**src/rtl/uart_pkg.sv**
```systemverilog
// Shared types and constants for the 8N1 UART transmitter.
package uart_pkg;

  typedef enum logic [1:0] {
    IDLE  = 2'd0,
    START = 2'd1,
    DATA  = 2'd2,
    STOP  = 2'd3
  } uart_state_e;

  localparam logic UART_START_BIT = 1'b0;
  localparam logic UART_STOP_BIT  = 1'b1;
  localparam logic UART_IDLE      = 1'b1;

  localparam int UART_DATA_BITS = 8;

endpackage

```
**src/rtl/uart_baud_tick.sv**
```systemverilog
// Bit-period counter: one-cycle o_bit_tick at the end of every bit period.
// UART_TX_FAST_SIM_EN forces the bit period to a single clock.
module uart_baud_tick #(
  parameter int CLKS_PER_BIT = 868
) (
  input  logic i_clk,
  input  logic i_rst,
  input  logic i_restart,
  input  logic i_en,
  output logic o_bit_tick
);

`ifdef UART_TX_FAST_SIM_EN
  localparam int EFF_CPB = 1;
`else
  localparam int EFF_CPB = CLKS_PER_BIT;
`endif

  localparam int CNT_W = $clog2(CLKS_PER_BIT + 1);
  localparam logic [CNT_W-1:0] LAST = CNT_W'(EFF_CPB - 1);

  logic [CNT_W-1:0] r_cnt;

  // Tick is taken from the live count so the FSM advances on the edge that
  // closes the period, keeping each bit exactly EFF_CPB cycles wide.
  assign o_bit_tick = i_en && (r_cnt == LAST);

  always_ff @(posedge i_clk or posedge i_rst) begin
    if (i_rst) begin
      r_cnt <= '0;
    end else if (i_restart || !i_en || o_bit_tick) begin
      r_cnt <= '0;
    end else begin
      r_cnt <= r_cnt + CNT_W'(1);
    end
  end

endmodule

```
**src/rtl/uart_tx.sv**
```systemverilog
// 8N1 serial transmitter: start bit, data LSB first, stop bit.
// Build option UART_TX_FAST_SIM_EN shortens every bit to one clock.
module uart_tx
  import uart_pkg::*;
#(
  parameter int CLKS_PER_BIT = 868,
  parameter int DATA_BITS    = UART_DATA_BITS
) (
  input  logic                 i_clk,
  input  logic                 i_rst,
  input  logic                 i_write,
  input  logic [DATA_BITS-1:0] i_data,
  output logic                 o_busy,
  output logic                 o_uart_tx
);

  localparam int IDX_W = $clog2(DATA_BITS);
  localparam logic [IDX_W-1:0] LAST_IDX = IDX_W'(DATA_BITS - 1);

  uart_state_e          r_state;
  logic [DATA_BITS-1:0] r_shift;
  logic [IDX_W-1:0]     r_idx;
  logic                 r_tx;
  logic                 r_busy;
  logic                 w_accept;
  logic                 w_tick;

  assign w_accept  = (r_state == IDLE) && i_write;
  assign o_busy    = r_busy;
  assign o_uart_tx = r_tx;

  uart_baud_tick #(
    .CLKS_PER_BIT (CLKS_PER_BIT)
  ) u_baud (
    .i_clk      (i_clk),
    .i_rst      (i_rst),
    .i_restart  (w_accept),
    .i_en       (r_busy),
    .o_bit_tick (w_tick)
  );

  always_ff @(posedge i_clk or posedge i_rst) begin
    if (i_rst) begin
      r_state <= IDLE;
      r_shift <= '0;
      r_idx   <= '0;
      r_tx    <= UART_IDLE;
      r_busy  <= 1'b0;
    end else begin
      case (r_state)
        IDLE: begin
          if (i_write) begin
            r_shift <= i_data;
            r_state <= START;
            r_tx    <= UART_START_BIT;
            r_busy  <= 1'b1;
          end
        end
        START: begin
          if (w_tick) begin
            r_state <= DATA;
            r_idx   <= '0;
            r_tx    <= r_shift[0];
          end
        end
        DATA: begin
          if (w_tick) begin
            if (r_idx == LAST_IDX) begin
              r_state <= STOP;
              r_tx    <= UART_STOP_BIT;
            end else begin
              // Next bit is shift[1]; the line is already driving shift[0].
              r_shift <= r_shift >> 1;
              r_idx   <= r_idx + IDX_W'(1);
              r_tx    <= r_shift[1];
            end
          end
        end
        STOP: begin
          if (w_tick) begin
            r_state <= IDLE;
            r_tx    <= UART_IDLE;
            r_busy  <= 1'b0;
          end
        end
        default: begin
          r_state <= IDLE;
          r_tx    <= UART_IDLE;
          r_busy  <= 1'b0;
        end
      endcase
    end
  end

endmodule

```
**config.mk**
```make
export PLATFORM = sky130hd
export DESIGN_NAME = uart_tx
export DESIGN_NICKNAME = d
export VERILOG_FILES = /design/src/rtl/uart_pkg.sv /design/src/rtl/uart_baud_tick.sv /design/src/rtl/uart_tx.sv
export SDC_FILE = /design/constraint.sdc
export NUM_CORES = 1
export LEC_CHECK = 0
export CORE_MARGIN = 4
export CORE_UTILIZATION = 45
export DETAILED_ROUTE_END_ITERATION = 10
export GPL_TIMING_DRIVEN = 0
export MAX_ROUTING_LAYER = met4
export PLACE_DENSITY = 0.66
export SLEW_MARGIN = 20
export SYNTH_ARGS = -nofsm -noshare
export SYNTH_HDL_FRONTEND = slang
export SYNTH_SLANG_ARGS = --single-unit
```
**constraint.sdc**
```tcl
create_clock -name i_clk -period 4.61 [get_ports i_clk]
set_clock_uncertainty 0.2 [all_clocks]
set_input_delay 1.383 -clock i_clk [delete_from_list [all_inputs] [get_ports i_clk]]
set_output_delay 1.383 -clock i_clk [all_outputs]
set_load 0.05 [all_outputs]
```
-- Word level (Yosys, flattened, before mapping)
Cells that the tools add are included.
- flip-flop bits (word level): 25
- input port bits: 11
- output and inout port bits: 2
- word-level logic and storage cells: 57
- add/sub/neg operators: 2
- equal/unequal tests: 11
- mux-type cells: 24
- reductions and logical operators: 14
- operators by type and width (cell ; count):
    8-bit two-way mux ; 3
    8-bit case mux with 2 select lines ; 1
    4-bit AND reduction ; 3
    10-bit by 1-bit adder with 10-bit output, second input constant ; 1
    10-bit == test, second input constant ; 1
    10-bit two-way mux ; 1
    2-bit two-way mux ; 5
    3-bit two-way mux ; 3
    2-bit case mux with 4 select lines ; 1
    1-bit two-way mux ; 7
    2-bit by 1-bit != test with 1-bit output, second input constant ; 3
    2-bit != test, second input constant ; 3
    3-bit case mux with 2 select lines ; 1
    2-bit nonzero test ; 3
    5-bit AND reduction ; 1
    2-bit == test, second input constant ; 2
    1-bit case mux with 4 select lines ; 1
    3-bit by 1-bit adder with 3-bit output, second input constant ; 1
    3-bit == test, second input constant ; 1
    3-bit AND reduction ; 1
    2-bit by 1-bit == test with 1-bit output, second input constant ; 1
    1-bit logical AND ; 2
    2-bit zero test ; 1
    1-bit logical OR ; 2
    other kinds (2) ; 2

-- Depth between registers and ports, before layout
- depth after elaboration: 5
- depth in mapped cells: 6
- mapped depth without buffers: 6

-- By module
Synthesis repeated with hierarchy kept, for this count alone.
- cells, all modules: 126
- area total of the unflattened synthesis: 1417.6 um2
- modules (own cells, without submodules) (module ; times used ; cells each ; area each (um2)):
    uart_tx ; 1 ; 76 ; 922.1
    uart_baud_tick ; 1 ; 50 ; 495.5

-- Worst setup path after synthesis
OpenSTA, ideal clock, no wires.
- path kind: input -> register
- start: input i_write
- end: register r_shift[0]
- arrival time: 2.116 ns
- data required time: 4.285 ns
- setup slack: 2.170 ns
- stages on the path: 4
- cells stage by stage: nand2b_1 > o21a_1 > o21ai_4 > mux2_2
- word-level cells in the longest chain between the ends: 2
- RTL lines (item ; RTL line ; source):
    start: declaration ; uart_tx.sv:11 ; input logic i_write,
    2-bit != test (no line) ; n/a ;
    4-bit AND reduction (no line) ; n/a ;
    end signal: assignment ; uart_tx.sv:53 ; r_shift <= i_data;
    end signal: assignment ; uart_tx.sv:73 ; r_shift <= r_shift >> 1;
    end: declaration ; uart_tx.sv:21 ; logic [DATA_BITS-1:0] r_shift;
Every way passes these cells.
A chain may end at the register's enable or synchronous reset.

-- Worst setup path in the final report
- start: register r_tx, in the netlist o_uart_tx
- end: output o_uart_tx
- RTL lines (item ; RTL line ; source):
    start: declaration ; uart_tx.sv:23 ; logic r_tx;
    start signal: assignment ; uart_tx.sv:63 ; r_tx <= r_shift[0];
    start signal: assignment ; uart_tx.sv:75 ; r_tx <= r_shift[1];
    end: declaration ; uart_tx.sv:14 ; output logic o_uart_tx
No word-level cell between the ends.

==> flow_summary.ini <==
[run_status]
status = finished, final reports clean

[finish]
fin_cells = 165
area_growth_pct = 13.8
final_util = 0.545
multi_input_area_um2 = 696
final_net_count = 154
diodes = 0
mostFrequentLayoutCells = dfrtp_1, mux2_2, nor2_1, clkdlybuf4s50_1, ha_1
seq_area_um2 = 627
layout-drive-gt1-share = 0.194
layout_commonest_cell = dfrtp_1
nFillCells = 254

[sta]
finalWorstSetupSlack_ns = 1.35
rsz0062_at_grt = false
period_share = 0.708
min_period_ns = 3.26
setup_tns_ns = 0
worst_pin_slew_ns = 0.871
hold_viol = 0
max_freq_ghz = 0.307
max_slew_margin = 0.416
slew_violations = 0
setup_viol = 0

[floorplanning]
die_y_um = 62.7
start_util = 0.479
num_io_pins = 13
die_w_um = 62.7
dieArea_um2 = 3930
rows = 19
core-area_um2 = 2810

[clock_tree]
cts_resized = 0
clockBufferDepth = 2
cts-root-buf = clkbuf_4
clk_pin_slew_worst_paths_ns = 0.13
numCtsBuffers = 3
clock-sinks = 25
cts_htree_levels = 1
cts_tree = yes
clk_latency_ns = 0.31
cts_setup_buffers = 0
ctsHoldBuffers = 0

[route]
route.detailed.drc = 0
wl_per_cell_um = 14.1
vias = 910
firstDrtPassIters = 4
ant_nets = 0
viasPerCell = 5.52
first_iter_violations = 37
routed_wirelength_um = 2330

[worst_setup_path]
cpMaxStageDelayCell = clkdlybuf4s50_1
worstPathMaxFanout = 2
path_delay_family = buffers and inverters
reg2reg_slack_ns = 2.42
critPathCaptureType = output pin
crit_required_ns = 3.03
worstSetupEndpoint = o_uart_tx
crit_path_start_kind = register
regToRegEndpoint = r_shift[6]
critPathMaxStageDelay_ns = 0.81
cp.depth = 1
critPathKind = register to output pin
r2r_start = r_state[0]
path_cells = clkdlybuf4s50_1
crit_buf_inv = 1
reg2regPathDepth = 5
arrival_ns = 1.68
startpoint = o_uart_tx

[place]
place_ws_ns = 1.60
place_inst = 161
place.gp.congestion = 0.758
dp_hpwl_um = 1770
portBuffers = 12

[logic_synthesis]
yosysWarnings = 0
synth.top_cell.area_share = 0.447
yosysTopAreaCell = dfrtp_1
syn_inst = 118
synth-seq-cells = 25
synth-edff-count = 0
postSynthAreaPerCell_um2 = 11.4
seq_area_frac_synth = 0.466
synthArstFlopShare = 1.00
synth_nets = 137
synth.cell_area_um2 = 1350
yosys_most_used_dff = dfrtp_1
yosys.cell_types.count = 31
synthTopCellsByArea = dfrtp_1, mux2_2, ha_1, nor2_1, xnor2_1

[power_and_ir_drop]
peakVddDrop_mv = 0.144
powerDensity_nw_per_um2 = 217
leakage_uw = 0.000657

[global_routing]
track_usage = 0.139
grt_pass1_wl_um = 4300
antenna_found_initial = 0
grt_overflow_total = 0
grt_start_max_net_pins = 26
first_global_vias = 975

[min_path]
hp-class = register to register
min_from = u_baud.r_cnt[0]

[job]
maxCapViolCount = 0
## per-stage QoR
step                power [uW]  instance area (um2)  hold WS (ns)
global placement           240                 1500         0.267
CTS                        340                 1530         0.303
global route               354                 1530         0.315
detailed placement         241                 1500         0.276
floorplan                  230                 1350         0.251
finish                     332                 1530         0.303
## worst register-to-register path, cell delays in order, from the launching register on
cell	delay [ns]
dfrtp_1	0.43
inv_1	0.13
ha_1	0.27
clkbuf_1	0.42
mux2_2	0.38
mux2_2	0.25
## per-layer routing
layer,global-route usage,part of all wire,vias up
li1,-,-,453
met4,0.0579,0.0086,0
met3,0.0180,0.028,2
met5,-,0,-
met1,0.184,0.50,443
met2,0.217,0.47,12
## final cells by class
| class | instances | area share |
|---|---|---|
| buffer | 1 | 0.00245 |
| clock buffer | 4 | 0.0172 |
| inverter | 5 | 0.0123 |
| multi-input combinational | 87 | 0.455 |
| sequential | 25 | 0.410 |
| tap | 31 | 0.0253 |
| timing repair buffer | 12 | 0.0785 |
## cells by family after synthesis
logic type | share of synthesized area
AO/OA/AOI/OAI | 0.100
XOR/XNOR | 0.0521
adder cells (fa/ha/maj) | 0.0744
buffers and inverters | 0.0167
flip-flops | 0.466
multiplexers | 0.134
AND/OR/NAND/NOR | 0.156
## registers in the layout, indices dropped and copies added (netlist names)
register,count
o_busy,1
o_uart_tx,1
r_idx,3
r_shift,8
r_state,2
u_baud.r_cnt,10
## worst min-delay path by stage
stage | to | slack [ns] | cells after the start
3_5_place_dp | r_shift[7] | 0.28 | 1
6_report | u_baud.r_cnt[0] | 0.30 | 1
4_1_cts | u_baud.r_cnt[0] | 0.30 | 1
5_1_grt | u_baud.r_cnt[0] | 0.31 | 1
3_3_place_gp | u_baud.r_cnt[0] | 0.27 | 1
2_1_floorplan | r_shift[7] | 0.25 | 1
## synthesized netlist by cell type, types with 2 or more instances
cell type	instances
o2bb2ai_1	3
a21oi_1	3
a22oi_1	2
mux2_2	16
nand2_1	6
dfrtp_1	24
o21ai_0	4
inv_1	5
nand3_1	5
xor2_1	4
a22o_1	2
ha_1	8
nor2_1	12
nor3_1	3
xnor2_1	4
nand4_1	2
## power breakdown
part | switching, uW | internal [uW] | total, uW | leakage [uW]
registers | 0 | 219 | 219 | 0.000341
clock network | 62.4 | 33.8 | 96.2 | 0.0000150
logic | 6.35 | 10.0 | 16.4 | 0.000301
total | 68.8 | 263 | 332 | 0.000657
Note: power is estimated with default switching activity, not from simulation.
